--- config.mk ---
export PLATFORM = sky130hd
export DESIGN_NAME = tmds_serializer_ctrl
export DESIGN_NICKNAME = d
export VERILOG_FILES = /design/src/rtl/tmds_pkg.sv /design/src/rtl/tmds_word_fifo.sv /design/src/rtl/tmds_serializer_ctrl.sv
export SDC_FILE = /design/constraint.sdc
export NUM_CORES = 1
export LEC_CHECK = 0
export ABC_AREA = 1
export BUFFER_PORTS_ARGS = -buffer_cell sky130_fd_sc_hd__buf_2
export CORE_MARGIN = 2
export CORE_UTILIZATION = 45
export CTS_BUF_LIST = sky130_fd_sc_hd__clkbuf_4 sky130_fd_sc_hd__clkbuf_8
export CTS_CLUSTER_SIZE = 24
export DETAILED_ROUTE_END_ITERATION = 8
export GPL_ROUTABILITY_DRIVEN = 0
export SYNTH_ARGS = -nofsm -noshare
export SYNTH_HDL_FRONTEND = slang
export SYNTH_SLANG_ARGS = --single-unit
--- constraint.sdc ---
create_clock -name i_clk -period 3.75 [get_ports i_clk]
set_clock_uncertainty 0.2 [all_clocks]
set_input_delay 0.75 -clock i_clk [delete_from_list [all_inputs] [get_ports i_clk]]
set_output_delay 0.75 -clock i_clk [all_outputs]
set_load 0.005 [all_outputs]
--- src/rtl/tmds_pkg.sv ---
// tmds_pkg: shared TMDS symbol constants and serializer state encoding
package tmds_pkg;
  localparam int WORD_W = 10;
  localparam logic [9:0] CTRL_00 = 10'b1101010100;
  localparam logic [9:0] CTRL_01 = 10'b0010101011;
  localparam logic [9:0] CTRL_10 = 10'b0101010100;
  localparam logic [9:0] CTRL_11 = 10'b1010101011;
  localparam logic [9:0] IDLE_WORD = CTRL_00;
  localparam logic [9:0] CLK_PATTERN = 10'b0000011111;
  typedef enum logic [1:0] {IDLE, SYNC, RUN} state_t;
endpackage

--- src/rtl/tmds_word_fifo.sv ---
// tmds_word_fifo: small synchronous FIFO holding encoded word triplets
module tmds_word_fifo #(
  parameter int DEPTH = 2,
  parameter int W = 30
) (
  input  logic         clk,
  input  logic         rst,
  input  logic         clr,
  input  logic         push,
  input  logic         pop,
  input  logic [W-1:0] din,
  output logic [W-1:0] dout,
  output logic         full,
  output logic         empty
);
  localparam int AW = $clog2(DEPTH);
  logic [W-1:0] mem [DEPTH];
  logic [AW-1:0] wr_ptr, rd_ptr;
  logic [AW:0] count;
  logic wr, rd;
  assign full = count == (AW+1)'(DEPTH);
  assign empty = count == '0;
  assign wr = push && !full;
  assign rd = pop && !empty;
  assign dout = mem[rd_ptr];
  always_ff @(posedge clk or posedge rst)
    if (rst) begin
      wr_ptr <= '0;
      rd_ptr <= '0;
      count <= '0;
    end else if (clr) begin
      wr_ptr <= '0;
      rd_ptr <= '0;
      count <= '0;
    end else begin
      wr_ptr <= wr_ptr + AW'(wr);
      rd_ptr <= rd_ptr + AW'(rd);
      count <= count + (AW+1)'(wr) - (AW+1)'(rd);
    end
  always_ff @(posedge clk)
    if (wr) mem[wr_ptr] <= din;
endmodule

--- src/rtl/tmds_serializer_ctrl.sv ---
// tmds_serializer_ctrl: buffers TMDS word triplets and shifts them out LSB first,
// padding with the idle control symbol during link sync and on underrun
module tmds_serializer_ctrl
  import tmds_pkg::*;
#(
  parameter int WORD_W = tmds_pkg::WORD_W,
  parameter int FIFO_DEPTH = 2,
  parameter logic [9:0] IDLE_WORD = tmds_pkg::IDLE_WORD,
  parameter int SYNC_WORDS = 4
) (
  input  logic              i_clk,
  input  logic              i_rst,
  input  logic              i_enable,
  input  logic              i_valid,
  output logic              o_ready,
  input  logic [WORD_W-1:0] i_tmds_blue,
  input  logic [WORD_W-1:0] i_tmds_green,
  input  logic [WORD_W-1:0] i_tmds_red,
  output logic              o_blue_serial,
  output logic              o_green_serial,
  output logic              o_red_serial,
  output logic              o_pixclk_serial,
  output logic              o_word_strobe,
  output logic              o_underrun,
  output logic [7:0]        o_underrun_cnt
);
  state_t state, next;
  logic [3:0] bit_cnt;
  logic [7:0] sync_cnt;
  logic stop, boundary, load, pop, miss, flush, full, empty;
  logic [3*WORD_W-1:0] head;
  logic [WORD_W-1:0] sh_b, sh_g, sh_r, nb, ng, nr;
  logic [9:0] sh_c;
  assign boundary = state != IDLE && bit_cnt == 4'd9;
  assign o_ready = state == RUN && !full;
  assign {nr, ng, nb} = pop ? head : {3{IDLE_WORD}};
  assign o_blue_serial = sh_b[0];
  assign o_green_serial = sh_g[0];
  assign o_red_serial = sh_r[0];
  assign o_pixclk_serial = sh_c[0];
  tmds_word_fifo #(.DEPTH(FIFO_DEPTH), .W(3*WORD_W)) u_fifo (
    .clk(i_clk),
    .rst(i_rst),
    .clr(flush),
    .push(i_valid && o_ready),
    .pop(pop),
    .din({i_tmds_red, i_tmds_green, i_tmds_blue}),
    .dout(head),
    .full(full),
    .empty(empty)
  );
  always_ff @(posedge i_clk or posedge i_rst)
    if (i_rst) state <= IDLE;
    else state <= next;
  always_comb begin
    next = state;
    load = 1'b0;
    pop = 1'b0;
    miss = 1'b0;
    flush = 1'b0;
    if (state == IDLE) next = i_enable ? SYNC : IDLE;
    else if (boundary) begin
      if (stop || !i_enable) begin
        next = IDLE;
        flush = 1'b1;
      end else begin
        load = 1'b1;
        pop = state == RUN && !empty;
        miss = state == RUN && empty;
        if (state == SYNC && sync_cnt == 8'(SYNC_WORDS - 1)) next = RUN;
      end
    end
  end
  // Entering SYNC presets bit_cnt to 9 so the first idle word loads on the next edge
  always_ff @(posedge i_clk or posedge i_rst)
    if (i_rst) begin
      bit_cnt <= '0;
      sync_cnt <= '0;
      stop <= 1'b0;
      sh_b <= '0;
      sh_g <= '0;
      sh_r <= '0;
      sh_c <= '0;
      o_word_strobe <= 1'b0;
      o_underrun <= 1'b0;
      o_underrun_cnt <= '0;
    end else begin
      bit_cnt <= state == IDLE ? (i_enable ? 4'd9 : 4'd0) : (boundary ? 4'd0 : bit_cnt + 4'd1);
      sync_cnt <= state == IDLE ? 8'd0 : sync_cnt + 8'(load && state == SYNC);
      stop <= state != IDLE && !boundary && (stop || !i_enable);
      sh_b <= load ? nb : boundary ? '0 : sh_b >> 1;
      sh_g <= load ? ng : boundary ? '0 : sh_g >> 1;
      sh_r <= load ? nr : boundary ? '0 : sh_r >> 1;
      sh_c <= load ? CLK_PATTERN : boundary ? '0 : sh_c >> 1;
      o_word_strobe <= load;
      o_underrun <= miss;
      o_underrun_cnt <= o_underrun_cnt + 8'(miss && o_underrun_cnt != 8'hFF);
    end
endmodule

Word level (Yosys, flattened, before mapping) --
Memories as Yosys holds them, arrays and structs flattened. Cells that the tools add are included.
Storage, ports and cells: memory bits (writable) 60, flip-flop bits (word level) 64, memories kept 1, input port bits 34, output and inout port bits 15
Memories:
- u_fifo.mem | words 2, bits a word 30, read ports 1, clocked after Yosys merged registers in 0, write ports 1, RTL line tmds_word_fifo.sv:17 | logic [W-1:0] mem [DEPTH];
Operators by class: muxes and demuxes 35, reductions and logical operators 23, add/subtract/negate cells 7, equality and inequality tests 6
Operator list (number):
- two-way mux 10 bit | 3
- two-way mux 30 bit | 1
- two-way mux 9 bit | 3
- two-way mux 1 bit | 17
- adder 8 x 1 -> 8 bit | 2
- two-way mux 4 bit | 4
- logical AND 1 bit | 12
- two-way mux 2 bit | 5
- == test 8 x 2 -> 1 bit (second input constant) | 1
- two-way mux 8 bit | 1
- != test 8 bit (second input constant) | 1
- two-way mux 5 bit | 1
- adder 4 x 1 -> 4 bit (second input constant) | 1
- == test 2 bit (second input constant) | 2
- == test 4 bit (second input constant) | 1
- zero test 1 bit | 4
- zero test 2 bit | 2
- nonzero test 2 bit | 2
- nonzero test 3 bit | 1
- adder 1 bit | 2
- adder 2 x 1 -> 2 bit | 1
- == test 2 x 1 -> 1 bit (second input constant) | 1
- AND reduction 2 bit | 1
- subtractor 2 x 1 -> 2 bit | 1
- logical OR 1 bit | 1

Logic depth before layout (Yosys ltp) --
Gate-level depths: netlist of the first run.
depth after elaboration 9, gate-level depth with buffers 14

Modules after synthesis --
Synthesis of the first run repeated with hierarchy kept, for this count alone.
Unflattened totals: cells, all modules 393, area total of the unflattened synthesis 5186.2 um^2
Modules (own cells, without submodules):
- tmds_serializer_ctrl | cells each 264, area an instance 2613.8 um^2, seq. area each 1476.4 um^2, instances 1
- tmds_word_fifo | cells each 129, area an instance 2572.5 um^2, seq. area each 1901.8 um^2, instances 1

Least setup slack after synthesis of the first run --
No wires, ideal clock.
path kind flip-flop to flip-flop, start reg state[0], end mem u_fifo.mem[1][0] (enable), period minus slack after synthesis 2411 ps, library setup time 390 ps, stages on the path, launching flop included 6, arrival time 1822 ps, slack 1339 ps, cell sequence dfrtp_1 nor2_4 inv_1 a21oi_1 and2_1 ha_1
On the way: word-level cells in the longest chain between the ends 6
Ends and longest elaborated chain:
- start: declaration | RTL line tmds_serializer_ctrl.sv:27 | state_t state, next;
- start signal: assignment | RTL line tmds_serializer_ctrl.sv:54 | else state <= next;
- == test 2 bit | RTL line tmds_serializer_ctrl.sv:35 | assign o_ready = state == RUN && !full;
- logical AND 1 bit | RTL line tmds_serializer_ctrl.sv:35
- via o_ready | RTL line tmds_serializer_ctrl.sv:15 | output logic o_ready,
- logical AND 1 bit | RTL line tmds_serializer_ctrl.sv:45 | .push(i_valid && o_ready),
- logical AND 1 bit | RTL line tmds_word_fifo.sv:23 | assign wr = push && !full;
- two-way mux 1 bit | RTL line tmds_word_fifo.sv:41 | if (wr) mem[wr_ptr] <= din;
- two-way mux 1 bit (not written as such) | RTL line tmds_word_fifo.sv:41
- end: declaration | RTL line tmds_word_fifo.sv:17
The timed path passes the listed nets, and every way through them passes these cells.

Worst setup path in the final report of the first run --
start reg bit_cnt[1], end reg u_fifo.count[1]
On the way: word-level cells in the longest chain between the ends 7
Ends and longest elaborated chain:
- start: declaration | RTL line tmds_serializer_ctrl.sv:28 | logic [3:0] bit_cnt;
- start signal: assignment | RTL line tmds_serializer_ctrl.sv:88 | bit_cnt <= state == IDLE ? (i_enable ? 4'd9 : 4'd0) : (boundary ? 4'd0 : bit_cnt + 4'd1);
- == test 4 bit * | RTL line tmds_serializer_ctrl.sv:34 | assign boundary = state != IDLE && bit_cnt == 4'd9;
- logical AND 1 bit * | RTL line tmds_serializer_ctrl.sv:34
- two-way mux 1 bit | RTL line tmds_serializer_ctrl.sv:62 | else if (boundary) begin
- two-way mux 1 bit | RTL line tmds_serializer_ctrl.sv:61 | if (state == IDLE) next = i_enable ? SYNC : IDLE;
- logical AND 1 bit | RTL line tmds_word_fifo.sv:24 | assign rd = pop && !empty;
- subtractor 2 x 1 -> 2 bit | RTL line tmds_word_fifo.sv:38 | count <= count + (AW+1)'(wr) - (AW+1)'(rd);
- two-way mux 2 bit * | RTL line tmds_word_fifo.sv:31 | end else if (clr) begin
- end signal: assignment | RTL line tmds_word_fifo.sv:38
- end: declaration | RTL line tmds_word_fifo.sv:19 | logic [AW:0] count;
Every way passes the cells marked *; elsewhere a longest branch is shown, timed or not. A chain may end at the register's enable or synchronous reset.

==> results of run 1 <==
==> worst max path at each step <==
stage	from	cells after the start	slack [ns]	endpoint
detailed placement	i_enable	10	1.06	u_fifo.count[1]
finish	bit_cnt[1]	13	1.17	u_fifo.count[1]
floorplan	i_rst	1	1.23	bit_cnt[0]
CTS	bit_cnt[1]	13	1.13	u_fifo.count[1]
global route	bit_cnt[1]	13	0.95	u_fifo.count[1]
global placement	i_enable	10	1.12	u_fifo.count[0]
==> layout by cell type, fill, tap and decap left out <==
master and count:
clkinv_1 1, buf_4 5, nor2_4 4, inv_2 3, o21ai_0 24, buf_2 48
nor3_2 1, clkinvlp_4 1, a31o_2 1, nand3_1 20, inv_1 16, o21ai_2 10
xor2_1 4, nand2_8 1, a21oi_1 5, nand2_2 1, nor2_2 1, ha_1 10
inv_4 1, nor3_1 3, mux2i_1 15, clkinv_2 4, xnor2_1 6, nand2_1 83
clkbuf_4 4, nor2_1 21, a21boi_0 1, or2_2 13, edfxtp_1 60, a41oi_1 3
nor2b_1 1, clkbuf_8 18, bufinv_16 4, inv_6 1, nand4_1 3, and2_1 1
dfrtp_1 63, nand2_4 2
==> power breakdown <==
group	leakage [nW]	switching [W]	internal, W	total [W]
clock network	0.222	0.000481	0.000764	0.00125
logic	0.910	0.000247	0.000144	0.000391
registers	1.40	0.0000639	0.00157	0.00163
total	2.53	0.000792	0.00247	0.00327
==> per-stage QoR <==
stage | util [%] | hold slack, ns | area (sq um)
after floorplan | - | 0.218 | 4910
after global placement | 49.2 | 0.226 | 5280
after detailed placement | 49.2 | 0.228 | 5280
after CTS | 53.2 | 0.244 | 5710
after global routing | 53.2 | 0.273 | 5710
final | 53.2 | 0.245 | 5710
==> kinds of logic after synthesis <==
kind of cell | count (synthesis)
compound gates | 44
xor+xnor | 10
fa+ha+maj | 10
buf+inv | 32
flops | 123
mux | 15
simple gates | 155
==> layer usage <==
layer,GRT usage (%),vias to the layer above,share of wire [%],wire [microns]
li1,-,1445,-,-
met1,21.4,1387,46,3870
met3,6.21,7,4.3,361
met4,6.32,0,1.3,110
met2,25.5,58,48,3990
met5,0,-,0,0
==> registers in the layout, summed over array words and instances (netlist names), 2 cells and up <==
register,count
sh_r,10
sh_c,4
u_fifo.count,2
state,2
bit_cnt,4
u_fifo.mem,60
sh_g,10
o_underrun_cnt,8
sync_cnt,8
sh_b,10
==> synth_stat cells (4+ instances only) <==
master,count,area [sq um]
nand2_1,83,312
nor2_1,21,78.8
dfrtp_1,63,1580
xnor2_1,6,52.6
a21oi_1,5,25.0
ha_1,10,125
or2_2,13,81.3
o21ai_2,10,87.6
nand3_1,20,100
mux2i_1,15,150
inv_1,17,63.8
nor2_4,4,45.0
o21ai_0,24,120
xor2_1,4,35.0
edfxtp_1,60,1800
==> worst register-to-register path: cells and delay by family, from the launching register on <==
family        cells  cell delay, ns
xor+xnor          1            0.15
buf+inv           4            0.47
fa+ha+maj         3            0.50
simple gates      5            0.75
flops             1            0.41
==> layout make-up <==
class                           instances  area share (%)
Sequential cell                       123            59.1
Multi-Input combinational cell        234            23.9
Clock buffer                           22            4.86
Timing Repair Buffer                   53            4.86
Tap cell                              140            3.07
Clock inverter                         10            2.65
Inverter                               21            1.51
==> impl_metrics.csv, run 1 <==
group,metric,value,unit
synth,netlist_area,0.00491,sq mm
detailed_routing,drc,0,
synth,synth_cell_types,34,
detailed_routing,drt-wirelength-per-cell,13.8,microns
synth,ys_seq_area_share,68.8,%
clocking,cts_made_buffers,17,
worst_hold_path,min_to,"sh_c[1]",
timing,fin_crit_sh,68.9,%
floorplan,die_h,108,microns
timing,setup_violations,0,
critical_path,critPathLaunchType,"register",
critical_path,regToRegSetupSlack,1.17,ns
placement,io_buffers,48,
pwr,ir_drop,350,uV
critical_path,cp_data_required_time,3.86,ns
detailed_routing,ant_nets,0,
worst_hold_path,holdPathStages,2,
synth,yosysWarnings,0,
synth,synthArstFlopShare,51.2,%
synth,synthMuxAreaShare,3.06,%
cells_and_area,num-fill-cells,965,
cells_and_area,insertedDiodeCount,0,
clocking,cts_tree,"yes",
critical_path,critical_path.top_delay_family,"simple AND/OR/NAND/NOR gates",
grt,track_usage,16.6,%
critical_path,worstReg2RegStart,"bit_cnt[1]",
worst_hold_path,hold_class,"reg -> reg",
clocking,cts_hold_buf,0,
critical_path,critPathSlowestCell,"dfrtp_1",
critical_path,path_cells,"inv_1 > ha_1 > nand2_1 > nor2_4 > nand2_8 > inv_4 > nand2_4 > inv_1 > ha_1 > inv_1 > ha_1 > xor2_1 > nor2_1",
placement,numPlacedInstances,571,
timing,slew_violations,0,
critical_path,cp_num_buf_inv,4,
detailed_routing,num_vias,2897,
floorplan,die_w,108,microns
critical_path,end_kind,"register",
floorplan,io_pins,49,
synth,synth-seq-cells,123,
cells_and_area,layout.cells.non_filler,603,
critical_path,cp_data_arrival_time,2.69,ns
grt,grt_pass1_vias,2953,
clocking,clk_latency,0.43,ns
synth,yosys.area_share.adder,2.55,%
timing,hold_viol,0,
timing,tightest_slew,1.14,ns
timing,fin_ws,1.17,ns
detailed_routing,drt_iter0_drc,171,
critical_path,max_stage_delay,0.41,ns
grt,grt_pass1_wl,14.3,mm
timing,setup-tns-final,0,ns
timing,max_freq,387,MHz
placement,place_ws,1.06,ns
critical_path,cp_max_fo,35,
clocking,cts_root_buffer,"clkbuf_8",
pwr,power_density,572,mW/mm^2
placement,place_hpwl,5.43,mm
detailed_routing,drt_pass1_iterations,4,
pwr,power,0.00327,W
clocking,htree_levels,4,
timing,maxSlewHeadroom,24.2,%
grt,grt_max_degree,55,
synth,synth_xor_area_share,1.78,%
grt,grt_overflow,0,
floorplan,initial_core_util,45.7,%
cells_and_area,layout.nets,494,
run_status,status,"finished, final reports clean",
worst_hold_path,worstHoldStart,"sh_c[2]",
synth,syn_area_per_cell,12.6,sq um
timing,rsz0062_at_grt,"no",
synth,synth_top_family_by_area,"simple AND/OR/NAND/NOR gates",
critical_path,path_class,"reg -> reg",
timing,post-route-min-period,2.58,ns
cells_and_area,seq_area,0.00338,sq mm
floorplan,dieArea,0.0118,sq mm
synth,synth_ff_type,"dfrtp_1",
critical_path,r2r_end,"u_fifo.count[1]",
detailed_routing,drt-vias-per-instance,4.80,
floorplan,coreArea,0.0107,sq mm
grt,antenna_found_initial,0,
cells_and_area,area_delta_synth_final,16.4,%
clocking,clk_pin_slew,0.06,ns
flow_run,cap_viol_max_count,0,
clocking,cts_resized,0,
floorplan,rows,38,
synth,synth_simple_gate_area_share,14.8,%
detailed_routing,wl,8.33,mm
cells_and_area,multi_input_area,0.00137,sq mm
synth,netlist_instances,389,
pwr,p_leak,2.53,nW
synth,synth_compound_area_share,5.61,%
critical_path,reg2regPathDepth,13,
cells_and_area,layout-drive-gt1-share,26.6,%
clocking,post_cts.repair.setup_buffers,0,
clocking,cts_buffer_depth,2,
synth,syn_nets,433,
synth,synth_edf_count,60,
clocking,cts.sinks,123,
No activity file was read; power rests on OpenSTA's default activity.
==> inputs of run 2 (changes only) <==
==> constraint.sdc (replaced) <==
create_clock -name i_clk -period 2.6 [get_ports i_clk]
set_clock_uncertainty 0.2 [all_clocks]
set_input_delay 0.52 -clock i_clk [delete_from_list [all_inputs] [get_ports i_clk]]
set_output_delay 0.52 -clock i_clk [all_outputs]
set_load 0.005 [all_outputs]
==> run 2 against run 1 <==
Effect of this change:
- largest power group unchanged
- sequential cell count stayed put
- global-route usage shrank 0.19 points
- critical endpoint unchanged
- non-clock buffer count is 5 higher
- fmax increased by 11%
- final cell count is 0.83% higher
==> impl_metrics.csv, run 2 (synthesis results as in run 1) <==
group,metric,value,unit
clocking,htree_levels,4,
placement,io_buffers,48,
cells_and_area,postLayoutCellArea,0.00581,sq mm
timing,post-route-min-period,2.33,ns
floorplan,coreArea,0.0107,sq mm
cells_and_area,layout.nets,499,
timing,hold_viol,0,
grt,grt_pass1_wl,14.1,mm
grt,antenna_found_initial,0,
detailed_routing,drt-wirelength-per-cell,14.1,microns
cells_and_area,layout_commonest_cell,"nand2_1",
grt,met3_usage,5.06,%
floorplan,io_pins,49,
cells_and_area,num-fill-cells,969,
detailed_routing,drt-vias-per-instance,4.85,
critical_path,end_kind,"register",
clocking,cts_made_buffers,17,
worst_hold_path,hold_class,"in -> reg",
grt,grtUsageMet1,20.8,%
pwr,power,0.00479,W
flow_run,cap_viol_max_count,0,
cells_and_area,mostFrequentLayoutCells,"nand2_1 (83), dfrtp_1 (63), edfxtp_1 (60)",
cells_and_area,utilization,54.1,%
timing,tightest_slew,0.544,ns
clocking,cts_buffer_depth,2,
floorplan,die_w,108,microns
placement,place_hpwl,5.43,mm
detailed_routing,num_vias,2948,
clocking,clk_pin_slew,0.08,ns
timing,fin_ws,0.270,ns
pwr,power_density,825,mW/mm^2
cells_and_area,layout-drive-gt1-share,27.4,%
timing,maxSlewHeadroom,63.7,%
critical_path,cp_data_required_time,2.70,ns
floorplan,die_h,108,microns
clocking,cts_root_buffer,"clkbuf_8",
clocking,cts.sinks,123,
cells_and_area,top_register,"u_fifo.mem",
floorplan,rows,38,
floorplan,dieArea,0.0118,sq mm
cells_and_area,seq_area,0.00338,sq mm
placement,place_ws,0.222,ns
cells_and_area,area_delta_synth_final,18.3,%
grt,track_usage,16.4,%
clocking,clk_latency,0.42,ns
timing,max_freq,429,MHz
grt,busiest_layer,"met2",
timing,setup-tns-final,0,ns
critical_path,cp_data_arrival_time,2.43,ns
detailed_routing,drc,0,
grt,grt_max_degree,47,
cells_and_area,insertedDiodeCount,0,
detailed_routing,drt_iter0_drc,136,
timing,fin_crit_sh,89.6,%
pwr,p_leak,2.57,nW
timing,slew_violations,0,
detailed_routing,wl,8.60,mm
pwr,ir_drop,492,uV
critical_path,cp_max_fo,14,
timing,setup_violations,0,
grt,grt_pass1_vias,2892,
critical_path,critPathLaunchType,"register",
grt,use_met2,26.5,%
detailed_routing,drt_pass1_iterations,5,
critical_path,path_class,"reg -> reg",
detailed_routing,ant_nets,0,
floorplan,initial_core_util,45.7,%
grt,grt_overflow,0,
cells_and_area,largest_reg_flops,60,
run_status,status,"finished, final reports clean",
timing,rsz0062_at_grt,"no",
cells_and_area,multi_input_area,0.00137,sq mm
placement,place_area,0.00534,sq mm
clocking,cts_tree,"yes",
## run 2: stage by stage
stage                     hold slack (ns)  cells
after global placement              0.224    574
after floorplan                     0.218    389
after global routing               0.0421    608
after CTS                          0.0507    607
final                              0.0869    608
after detailed placement            0.227    574
## run 2: path summary, 6_finish.rpt
| kind | startpoint | endpoint | slack [ns] | cells past startpoint |
|---|---|---|---|---|
| hold reg to reg | sh_c[2] | sh_c[1] | 0.24 | 2 |
| max in group asynchronous | i_rst | sh_g[7] | 1.19 | 4 |
| setup reg to reg | bit_cnt[1] | u_fifo.count[1] | 0.27 | 14 |
| min in group asynchronous | i_rst | sh_r[1] | 0.44 | 3 |
| setup / recovery | bit_cnt[1] | u_fifo.count[1] | 0.27 | 14 |
| hold / removal | i_tmds_blue[7] | u_fifo.mem[0][7] | 0.09 | 1 |
## run 2: timing repair
item	CTS	global route
hold endpoints to repair	17	0
resized for setup	0	0
setup buffers	0	1
hold buffers	1	0
setup endpoints to repair	0	1
## run 2: worst max-delay path, cell delays in order, from the launching register on
cell and delay (ns):
dfrtp_1 0.42, inv_1 0.07, ha_1 0.13, nand2_1 0.10
nor2_4 0.16, buf_4 0.16, nand2_8 0.05, inv_4 0.15
nand2_4 0.07, inv_1 0.06, ha_1 0.22, inv_1 0.07
ha_1 0.15, xor2_1 0.16, nor2_1 0.05
## run 2: area by class of cell
type | count | share of cell area, %
inverters | 21 | 1.49
multi-input cells | 234 | 23.5
clock buffers | 19 | 4.39
repair buffers | 58 | 6.12
clock inverters | 13 | 3.30
flip-flops and latches | 123 | 58.2
well taps | 140 | 3.02
## run 2: metal layers
layer,part of all wire [%],up-vias
li1,-,1461
met1,45,1426
met2,51,57
met3,3.8,4
met4,0.73,0
met5,0,-
## run 2: where the power goes
group	leakage, nW	internal (W)	switching [W]
clock	0.228	0.00109	0.000757
sequential	1.40	0.00226	0.0000947
combinational	0.943	0.000225	0.000363
total	2.57	0.00358	0.00121
